### config.mk
export PLATFORM = sky130hd
export DESIGN_NAME = updown_seq_ctrl
export DESIGN_NICKNAME = d
export VERILOG_FILES = /design/src/rtl/counter_pkg.sv /design/src/rtl/seq_hold_timer.sv /design/src/rtl/updown_seq_ctrl.sv
export SDC_FILE = /design/constraint.sdc
export NUM_CORES = 1
export LEC_CHECK = 0
export ABC_AREA = 1
export CORE_ASPECT_RATIO = 0.6
export CORE_MARGIN = 3
export CORE_UTILIZATION = 45
export DETAILED_ROUTE_END_ITERATION = 10
export PLACE_DENSITY_LB_ADDON = 0.05
export SETUP_SLACK_MARGIN = 0.05
export SLEW_MARGIN = 5
export SYNTH_ARGS = -nofsm -noshare
export SYNTH_HDL_FRONTEND = slang
export SYNTH_SLANG_ARGS = --single-unit
### constraint.sdc
create_clock -name clk -period 1.6 [get_ports clk]
set_input_delay 0.16 -clock clk [delete_from_list [all_inputs] [get_ports clk]]
set_output_delay 0.16 -clock clk [all_outputs]
set_load 0.03 [all_outputs]
### src/rtl/counter_pkg.sv
// counter_pkg
//   Definitions shared by the up/down mode counter, its sequencer
//   (updown_seq_ctrl) and their testbenches.
//   - seq_state_t : sequencer state; its value is also the 3-bit debug phase.
//   - MODE_UP / MODE_DOWN : counter direction encoding.
//   - DEF_SZ : default counter width.
package counter_pkg;

    localparam int unsigned DEF_SZ = 8;

    localparam logic MODE_UP   = 1'b0;
    localparam logic MODE_DOWN = 1'b1;

    typedef enum logic [2:0] {
        ST_IDLE    = 3'd0,
        ST_LOAD    = 3'd1,
        ST_UP      = 3'd2,
        ST_HOLD_HI = 3'd3,
        ST_DOWN    = 3'd4,
        ST_HOLD_LO = 3'd5,
        ST_DONE    = 3'd6
    } seq_state_t;

    // A sequence is in progress in every state except IDLE and DONE.
    function automatic logic is_busy(input seq_state_t s);
        return (s != ST_IDLE) && (s != ST_DONE);
    endfunction

endpackage

### src/rtl/seq_hold_timer.sv
// seq_hold_timer
//   Loadable down-counter that measures one turn-around hold.
//   Ports:
//     clk     in  : clock, rising edge
//     reset   in  : synchronous, active-high reset (timer cleared)
//     load    in  : arm the timer; the following HOLD_CYC cycles form the hold
//     expired out : high in the last cycle of the hold (and whenever idle)
//   A load sets the timer to HOLD_CYC-1, so the first hold cycle sees that
//   value and the HOLD_CYC-th cycle sees zero, giving exactly HOLD_CYC cycles.
module seq_hold_timer #(
    parameter int unsigned HOLD_CYC = 4
) (
    input  logic clk,
    input  logic reset,
    input  logic load,
    output logic expired
);

    localparam int unsigned TW = $clog2(HOLD_CYC + 1);

    logic [TW-1:0] cnt;

    always_ff @(posedge clk) begin
        if (reset) begin
            cnt <= '0;
        end else if (load) begin
            cnt <= TW'(HOLD_CYC - 1);
        end else if (cnt != '0) begin
            cnt <= cnt - TW'(1);
        end
    end

    assign expired = (cnt == '0);

endmodule

### src/rtl/updown_seq_ctrl.sv
// updown_seq_ctrl
//   Sequencer for the up/down mode counter: load lo, count up to hi, hold,
//   count down to lo, hold, repeat for cfg_loops sweeps, then pulse done.
//   Ports:
//     clk, reset         : clock (rising edge), synchronous active-high reset
//     start              : request pulse, honoured only in IDLE
//     cfg_lo/cfg_hi      : bounds, latched on an accepted start
//     cfg_loops          : number of up/down sweeps, latched on accepted start
//     stop               : abort request, honoured in busy states
//     count_in           : registered counter value (feedback)
//     mode               : counter direction, 0 = up, 1 = down
//     cnt_en / cnt_load  : counter step enable / load (load has priority)
//     load_val           : value to load (latched lo)
//     busy / done        : sequence in progress / one-cycle completion pulse
//     err / aborted      : completion status, valid with done
//     phase              : current state encoding, for debug
module updown_seq_ctrl
    import counter_pkg::*;
#(
    parameter int unsigned SZ       = DEF_SZ,
    parameter int unsigned LOOPW    = 4,
    parameter int unsigned HOLD_CYC = 4
) (
    input  logic             clk,
    input  logic             reset,
    input  logic             start,
    input  logic [SZ-1:0]    cfg_lo,
    input  logic [SZ-1:0]    cfg_hi,
    input  logic [LOOPW-1:0] cfg_loops,
    input  logic             stop,
    input  logic [SZ-1:0]    count_in,
    output logic             mode,
    output logic             cnt_en,
    output logic             cnt_load,
    output logic [SZ-1:0]    load_val,
    output logic             busy,
    output logic             done,
    output logic             err,
    output logic             aborted,
    output logic [2:0]       phase
);

    seq_state_t       state, state_nxt;
    logic [SZ-1:0]    lo_q, hi_q;
    logic [LOOPW-1:0] loops_q;
    logic             mode_q;
    logic             err_q, err_nxt;
    logic             abort_q, abort_nxt;
    logic             latch_cfg;
    logic             loops_dec;
    logic             timer_load;
    logic             timer_expired;

    seq_hold_timer #(
        .HOLD_CYC (HOLD_CYC)
    ) u_hold_timer (
        .clk     (clk),
        .reset   (reset),
        .load    (timer_load),
        .expired (timer_expired)
    );

    always_ff @(posedge clk) begin
        if (reset) begin
            state   <= ST_IDLE;
            lo_q    <= '0;
            hi_q    <= '0;
            loops_q <= '0;
            mode_q  <= MODE_UP;
            err_q   <= 1'b0;
            abort_q <= 1'b0;
        end else begin
            state   <= state_nxt;
            mode_q  <= mode;
            err_q   <= err_nxt;
            abort_q <= abort_nxt;
            if (latch_cfg) begin
                lo_q    <= cfg_lo;
                hi_q    <= cfg_hi;
                loops_q <= cfg_loops;
            end else if (loops_dec) begin
                loops_q <= loops_q - LOOPW'(1);
            end
        end
    end

    always_comb begin
        state_nxt  = state;
        mode       = mode_q;
        cnt_en     = 1'b0;
        cnt_load   = 1'b0;
        done       = 1'b0;
        err        = 1'b0;
        aborted    = 1'b0;
        err_nxt    = err_q;
        abort_nxt  = abort_q;
        latch_cfg  = 1'b0;
        loops_dec  = 1'b0;
        timer_load = 1'b0;

        case (state)
            ST_IDLE: begin
                if (start) begin
                    latch_cfg = 1'b1;
                    abort_nxt = 1'b0;
                    if ((cfg_lo >= cfg_hi) || (cfg_loops == '0)) begin
                        err_nxt   = 1'b1;
                        state_nxt = ST_DONE;
                    end else begin
                        err_nxt   = 1'b0;
                        state_nxt = ST_LOAD;
                    end
                end
            end
            ST_LOAD: begin
                mode      = MODE_UP;
                cnt_load  = 1'b1;
                state_nxt = ST_UP;
            end
            ST_UP: begin
                mode = MODE_UP;
                if (count_in != hi_q) begin
                    cnt_en = 1'b1;
                end else begin
                    timer_load = 1'b1;
                    state_nxt  = ST_HOLD_HI;
                end
            end
            ST_HOLD_HI: begin
                if (timer_expired) begin
                    state_nxt = ST_DOWN;
                end
            end
            ST_DOWN: begin
                mode = MODE_DOWN;
                if (count_in != lo_q) begin
                    cnt_en = 1'b1;
                end else begin
                    loops_dec = 1'b1;
                    // loops_q still holds the pre-decrement value here
                    if (loops_q == LOOPW'(1)) begin
                        state_nxt = ST_DONE;
                    end else begin
                        timer_load = 1'b1;
                        state_nxt  = ST_HOLD_LO;
                    end
                end
            end
            ST_HOLD_LO: begin
                if (timer_expired) begin
                    state_nxt = ST_UP;
                end
            end
            ST_DONE: begin
                done      = 1'b1;
                err       = err_q;
                aborted   = abort_q;
                state_nxt = ST_IDLE;
            end
            default: begin
                state_nxt = ST_IDLE;
            end
        endcase

        // Abort overrides everything decided above, including a bound hit
        // in the same cycle; the counter is frozen immediately.
        if (is_busy(state) && stop) begin
            cnt_en     = 1'b0;
            cnt_load   = 1'b0;
            loops_dec  = 1'b0;
            timer_load = 1'b0;
            abort_nxt  = 1'b1;
            state_nxt  = ST_DONE;
        end
    end

    assign busy     = is_busy(state);
    assign load_val = lo_q;
    assign phase    = state;

endmodule
Word-level counts from Yosys, hierarchy flattened:

Index checks and enable logic that the tools add are counted.

* logic and storage cells: 89
* flip-flop bits (word level): 29
* output and inout bits: 18
* bits of input ports: 32

* eq/ne operators: 20
* multiplexer cells: 37
* magnitude comparators: 1
* $add $sub $neg: 2
* reductions and logical operators: 19

Operator list (number)
* two-way mux 1 bit: 21
* two-way mux 3 bit: 7
* != test 3 bit, second input constant: 6
* one-hot mux 3 bit (6 select lines): 1
* != test 8 bit: 2
* != test 2 bit, second input constant: 5
* AND reduction 5 bit: 2
* == test 3 bit, second input constant: 3
* greater-or-equal comparator 8 bit: 1
* two-way mux 4 bit: 2
* nonzero test 2 bit: 4
* == test 3 x 2 -> 1 bit, second input constant: 2
* logical NOT 3 bit: 2
* two-way mux 2 bit: 3
* one-hot mux 1 bit (2 select lines): 3
* nonzero test 3 bit: 2
* OR reduction 2 bit: 3
* == test 4 x 1 -> 1 bit, second input constant: 1
* logical NOT 4 bit: 1
* AND reduction 2 bit: 2
* subtractor 4 x 1 -> 4 bit, second input constant: 1
* == test 3 x 1 -> 1 bit, second input constant: 1
* subtractor 3 x 1 -> 3 bit, second input constant: 1
* logical AND 1 bit: 2
* logical OR 1 bit: 1

Longest topological paths before layout:

Gate-level depths: netlist of the first run.

* word-level depth: 6
* depth in mapped cells: 12
* mapped depth without buffers: 12

Cells and area by module:

A second synthesis of the first run with hierarchy kept.

* cell total of the unflattened synthesis: 299
* area total of the unflattened synthesis: 1995.7 um^2

By module, submodules not included
* updown_seq_ctrl: area each 1818.0 um^2, cells an instance 273, seq. area each 520.5 um^2, instances 1
* seq_hold_timer: area each 177.7 um^2, cells an instance 26, seq. area each 60.1 um^2, instances 1

Worst setup path before layout of the first run:

Ideal clock, no wire load.

* path kind: flip-flop to output port
* start: register state[2], in the netlist phase[2]
* end: output port cnt_en
* required time: 1.440 ns
* arrival: 2.010 ns
* path buffers: 0
* slack: -0.570 ns
* stages on the path, launching flop included: 6
* cell sequence: dfxtp_1 -> nand2_1 -> nor2_4 -> nor2_4 -> nand2_4 -> a21boi_0

* longest elaborated chain between the ends: 4
* elaborated cells between the ends (all ways): 8
* classes of those cells: 3 x eq/ne; 2 x mux; 3 x reduce/logical

Ends and longest elaborated chain
* start, declared: RTL line updown_seq_ctrl.sv:43 `seq_state_t state, state_nxt;`
* start signal, assigned: RTL line updown_seq_ctrl.sv:73 `state <= state_nxt;`
* != test 3 bit / nonzero test 3 bit (equally long branches)
* logical AND 1 bit *
* net busy: RTL line updown_seq_ctrl.sv:36 `output logic busy,`
* logical AND 1 bit *: RTL line updown_seq_ctrl.sv:167 `if (is_busy(state) && stop) begin`
* two-way mux 1 bit *: RTL line updown_seq_ctrl.sv:167
* end, declared: RTL line updown_seq_ctrl.sv:33 `output logic cnt_en,`

Mark *: on every way through the listed nets, which the timed path passes. The rest lies on a longest branch.

Worst setup path in the final report of the first run:

* start: register hi_q[7]
* end: register state[2], in the netlist phase[2]

* longest elaborated chain between the ends: 3

Ends and longest elaborated chain
* start, declared: RTL line updown_seq_ctrl.sv:44 `logic [SZ-1:0] lo_q, hi_q;`
* start signal, assigned: RTL line updown_seq_ctrl.sv:79 `hi_q <= cfg_hi;`
* != test 8 bit: RTL line updown_seq_ctrl.sv:122 `if (count_in != hi_q) begin`
* != test 3 bit (no line)
* AND reduction 5 bit (no line)

No other way between the ends.
A chain may end at the register's enable or synchronous reset.

==> impl_metrics.yaml, run 1 <==
worst_hold_path:
  hold-path-cell-count: 3
  hp-start: "cfg_hi[2]"
  min_path_type: "in2reg"
  hold-path-endpoint: "hi_q[2]"
floorplanning:
  die_h_um: 56.7
  die_x_um: 90.6
  core-area_um2: 3890
  die-area_um2: 5140
  ios: 50
  start_util_pct: 49.6
  placementRows: 17
synthesis:
  synth_area_um2: 1930
  synth_cells: 293
  ys_types: 30
  yosysMostFrequentCell: "nand2_1"
  synthTopCellsByCount: "79 x nand2_1, 48 x inv_1, 30 x a21oi_1"
  synthFlopType: "dfxtp_1"
  synthMuxAreaShare_pct: 1.69
  yosysTopAreaCell: "dfxtp_1"
  synth_top_area_share_pct: 30.1
  synth_top_family_by_area: "simple AND/OR/NAND/NOR gates"
  syn_avg_cell_area_um2: 6.59
  synth_edf_count: 0
  ys_seq_elements: 29
  synthAdderAreaFrac_pct: 7.78
  synth_compound_area_share_pct: 12.9
  ys_seq_area_share_pct: 30.1
  synth_simple_gate_area_share_pct: 29.9
  syn-num-nets: 337
  synth_xor_area_share_pct: 5.44
  synth_area_leaders: "dfxtp_1 30%, nand2_1 15%, inv_1 9.3%, a21oi_1 7.8%, ha_1 7.8%"
  ys_warn_count: 0
  async_reset_ff_share_pct: 0
critical_path:
  reg2reg_slack_ns: -0.17
  worst-endpoint-required_ns: 1.76
  startpoint_type: "flop"
  r2r_end: "phase[2]"
  arrival_ns: 1.93
  r2r_cells: 11
  crit_type: "reg2reg"
  r2r-start: "hi_q[7]"
  critPathMaxFanout: 2
  crit_path_end_kind: "flop"
clocking:
  numCtsBuffers: 5
  h-tree-depth: 2
  worst_skew_pair.late_latency_ns: 0.27
  cts.clk_slew.worst_paths_ns: 0.06
  root_buffer: "clkbuf_8"
  cts_tree: "built"
  cts.sink_count: 29
  cts_buffer_depth: 2
layout:
  finalNetCount: 423
  area_growth_syn_to_layout_pct: 58.7
  finish.instance_area_um2: 3060
  final_util_pct: 78.7
  drive_gt1_share_pct: 33.5
  num_antenna_cells: 0
grt:
  antenna_found_initial: 0
  track_usage_pct: 20.1
  grt_start_max_net_pins: 18
  grt_pass1_vias: 1870
  grt_pass1_wl_mm: 8.35
  grt_overflow: 0
sta:
  fmax_ghz: 0.566
  skew_ns: 0.00304
  setup_ws_ns: -0.166
  rsz0062_at_grt: "true"
  tightest_slew_ns: 0.417
  slew_viol_final: 0
  finalHoldViolations: 0
  finalSetupViolations: 2
  min_period_over_period_pct: 110
  fin_crit_ns: 1.77
  max_slew_margin_pct: 72.1
routing:
  post_drt_wl_per_cell_um: 13.5
  drt_iter0_markers: 129
  wirelength_mm: 5.90
  ant_nets: 0
  drt_first_pass_iters: 4
  vias: 2159
  routed_via_density: 4.95
  drc: 0
pwr:
  p_leak_nw: 1.59
  vdd_drop_max_mv: 0.926
  pwr_density_cell_nw_per_um2: 1680
placement:
  dpl-instance-area_um2: 2580
  io_buffers: 49
  dp_hpwl_mm: 3.82
  gp_congestion: 0.899
run_status:
  status: "finished with violations"
  violations: "negative setup slack"
run:
  drv_cap: 0
-- area by class of cell --
class | instances | area, µm²
fill | 289 | 830
sequential | 29 | 611
inverter | 50 | 190
timing repair buffer | 87 | 808
clock buffer | 7 | 86.3
tap | 57 | 71.3
multi-input combinational | 206 | 1300
-- sequential cells by signal, summed over array words and instances (netlist names) --
name,count
abort_q,1
err_q,1
hi_q,8
load_val,8
loops_q,4
mode_q,1
phase,3
u_hold_timer.cnt,3
-- where the power goes --
part | switching [W] | leakage (nW) | internal (W)
Clock | 0.000267 | 0.0443 | 0.000341
Sequential | 0.000229 | 0.246 | 0.00101
Combinational | 0.00185 | 1.29 | 0.00146
-- layout by cell type (no fill, tap or decap), types with 3 or more instances in the layout --
cell type,count
nor2_1,16
xnor2_1,7
a21oi_1,25
dfxtp_4,4
o21ai_1,3
dlygate4sd2_1,10
dfxtp_1,13
xor2_1,4
clkbuf_8,6
inv_1,35
a21oi_2,5
inv_2,14
ha_1,8
dlymetal6s2s_1,16
clkdlybuf4s50_1,16
buf_6,4
nand3_1,13
ha_4,4
buf_4,38
dfxtp_2,12
nor2_2,6
o21ai_0,11
nor2_4,8
nand2_1,69
nand2_2,11
-- cell families (layout without fill, tap and decap cells) --
kind of cell    count (synthesis)  count (layout)
compound gates                 48              48
xor+xnor                       12              12
fa+ha+maj                      12              12
buf+inv                        58             144
flops                          29              29
mux                             3               3
simple gates                  131             131
-- critical path, cell delays in order (launching register included) --
cell and delay [ns]:
dfxtp_1 0.33, xnor2_1 0.20, nand2_1 0.11, nor2_1 0.17
nand2_2 0.10, nand2_2 0.09, buf_4 0.12, nand2_1 0.05
nor2_2 0.18, nand2_1 0.12, nand2_2 0.11, a21oi_2 0.06
-- how the worst max path moves through the flow --
stage | from | endpoint | cells past startpoint
6_report | hi_q[7] | phase[2] | 11
5_1_grt | hi_q[7] | cnt_en | 8
4_1_cts | load_val[2] | cnt_en | 8
3_5_place_dp | cfg_hi[7] | phase[2] | 13
3_3_place_gp | cfg_hi[7] | phase[1] | 13
2_1_floorplan | phase[2] | cnt_en | 5
-- layer usage --
metal	track usage (%)	share of wire (%)	vias to the layer above
met5	0	0	-
li1	-	-	1087
met3	4.82	6.9	13
met4	6.75	1.8	0
met2	31.8	47	80
met1	26.9	44	979
-- stage by stage --
stage               cells  power [W]  setup TNS (ns)  hold slack [ns]  worst slack (ns)
finish                436    0.00515          -0.303            0.200            -0.166
CTS                   424    0.00462         -0.0498            0.400           -0.0200
global placement      408    0.00375           -1.98            0.454            -0.325
global route          436    0.00547          -0.432            0.219            -0.189
floorplan             293    0.00289               0            0.325           0.00162
detailed placement    408    0.00379           -2.14            0.457            -0.300
-- timing repair --
action / CTS / global route
cloned: 0 / 0
gates resized for setup: 40 / 68
hold buffers: 0 / 0
endpoints found under the setup margin: 9 / 27
pin swaps: 16 / 35
setup buffers: 9 / 12
Note: power is estimated with default switching activity, not from simulation.
==> run 2: changes to the inputs <==
--- a/config.mk
+++ b/config.mk
@@ -10,6 +10,7 @@
 export CORE_MARGIN = 3
 export CORE_UTILIZATION = 45
 export DETAILED_ROUTE_END_ITERATION = 10
+export HOLD_SLACK_MARGIN = 0.15
 export PLACE_DENSITY_LB_ADDON = 0.05
 export SETUP_SLACK_MARGIN = 0.05
 export SLEW_MARGIN = 5
==> results of run 2 <==
Final layout, timing and power as in run 1 (identical DEF).
==> run 3: changes to the inputs <==
--- a/config.mk
+++ b/config.mk
@@ -8,7 +8,9 @@
 export ABC_AREA = 1
 export CORE_ASPECT_RATIO = 0.6
 export CORE_MARGIN = 3
-export CORE_UTILIZATION = 45
+export CORE_UTILIZATION = 35
+export CTS_BUF_LIST = sky130_fd_sc_hd__clkbuf_8
+export CTS_CLUSTER_SIZE = 40
 export DETAILED_ROUTE_END_ITERATION = 10
 export HOLD_SLACK_MARGIN = 0.15
 export PLACE_DENSITY_LB_ADDON = 0.05
==> impl_metrics.yaml, run 3 (synthesized netlist as in run 1, its figures left out) <==
run_status:
  status: "finished with violations"
  violations: "negative setup slack"
critical_path:
  crit_path_end_kind: "primary output"
  arrival_ns: 1.46
  critPathMaxFanout: 2
  r2r-start: "load_val[6]"
  worst-endpoint-required_ns: 1.44
  crit_type: "reg2out"
  critPathLaunch: "hi_q[5]"
  startpoint_type: "flop"
floorplanning:
  placementRows: 20
  core-area_um2: 5180
  start_util_pct: 37.3
  die-area_um2: 6470
  ios: 50
  die_x_um: 102
  die_h_um: 63.5
routing:
  ant_nets: 0
  wirelength_mm: 5.83
  vias: 2056
  drt_first_pass_iters: 4
  post_drt_wl_per_cell_um: 13.1
  drt_iter0_markers: 151
  routed_via_density: 4.62
  drc: 0
grt:
  grt_start_max_net_pins: 17
  grt_pass1_wl_mm: 8.59
  antenna_found_initial: 0
  grt_overflow: 0
  track_usage_pct: 16.9
  grt_pass1_vias: 1834
worst_hold_path:
  min_path_type: "in2reg"
  hp-start: "cfg_hi[1]"
pwr:
  p_leak_nw: 1.55
  vdd_drop_max_mv: 1.14
  finalPower_w: 0.00510
  pwr_density_cell_nw_per_um2: 1650
sta:
  tightest_slew_ns: 0.393
  fin_crit_ns: 1.62
  fmax_ghz: 0.616
  finalSetupViolations: 1
  setup_tns_ns: -0.0245
  skew_ns: 0.00294
  finalHoldViolations: 0
  slew_viol_final: 0
  min_period_over_period_pct: 102
  setup_ws_ns: -0.0245
  max_slew_margin_pct: 73.8
  rsz0062_at_grt: "true"
layout:
  most-common-layout-cells: "66 x nand2_1, 38 x inv_1, 35 x buf_4"
  final_util_pct: 59.8
  num_antenna_cells: 0
  finalNetCount: 422
  nFillCells: 500
  drive_gt1_share_pct: 34.3
  layout_commonest_cell: "nand2_1"
  area_growth_syn_to_layout_pct: 60.5
  final_cells: 445
clocking:
  cts.sink_count: 29
  cts_tree: "built"
  cts.clk_slew.worst_paths_ns: 0.06
  postCtsHoldBufs: 0
  root_buffer: "clkbuf_8"
  worst_skew_pair.late_latency_ns: 0.28
  cts_buffer_depth: 2
  h-tree-depth: 2
  numCtsBuffers: 5
placement:
  detailedPlace.worstSlack_ns: -0.396
  dpl.cell_count: 421
  gp_congestion: 0.885
  dp_hpwl_mm: 4.10
  io_buffers: 49
run:
  drv_cap: 0
## run 3: changes by cell type in the layout (fill, tap and decap cells not counted), sizes merged
cell,delta
clkdlybuf4s50,-2
clkbuf,-2
dlymetal6s2s,-5
inv,+3
dlygate4sd2,+6
## run 3: through the flow
stage	hold WS, ns	cell area, µm²
6_report	0.212	3100
5_1_grt	0.209	3100
4_1_cts	0.319	2780
3_5_place_dp	0.453	2610
3_3_place_gp	0.449	2610
2_1_floorplan	0.325	1940
## run 3: path summary, 6_finish.rpt
check,endpoint,slack [ns],cells after the start
min,hi_q[1],0.21,3
max reg2reg,u_hold_timer.cnt[1],0.08,8
min reg2reg,loops_q[3],0.46,2
max,cnt_en,-0.02,10
## run 3: repair_timing
action / 4_1_cts / 5_1_grt
gates resized for setup: 49 / 75
pin swaps: 11 / 39
setup endpoints to repair: 10 / 21
setup buffers: 4 / 12
## run 3: per-layer routing
| layer | GRT usage, % | share of wire, % | vias up |
|---|---|---|---|
| met4 | 3.93 | 0.65 | 0 |
| met2 | 24.3 | 43 | 58 |
| met1 | 25.0 | 51 | 911 |
| li1 | - | - | 1082 |
| met5 | 0 | 0 | - |
| met3 | 4.42 | 5.3 | 5 |
## run 3: worst max-delay path, stage by stage (launching register included)
cell      delay [ns]
dfxtp_2         0.32
inv_1           0.05
nand2_1         0.07
nand2_2         0.07
nand2_1         0.06
nor2_1          0.05
nand2_2         0.08
nand2_2         0.07
buf_6           0.12
a21boi_4        0.14
buf_6           0.14
## run 3: where the power goes
part,switching (W),internal [W]
logic,0.00184,0.00146
clock network,0.000274,0.000289
registers,0.000229,0.00101
## run 3: cell type report
type	instances	area [µm²]	area share [%]
multi-input cells	206	1360	43.8
well taps	66	82.6	2.67
inverters	50	190	6.14
flip-flops and latches	29	607	19.6
clock inverters	3	11.3	0.363
clock buffers	5	68.8	2.22
repair buffers	86	781	25.2
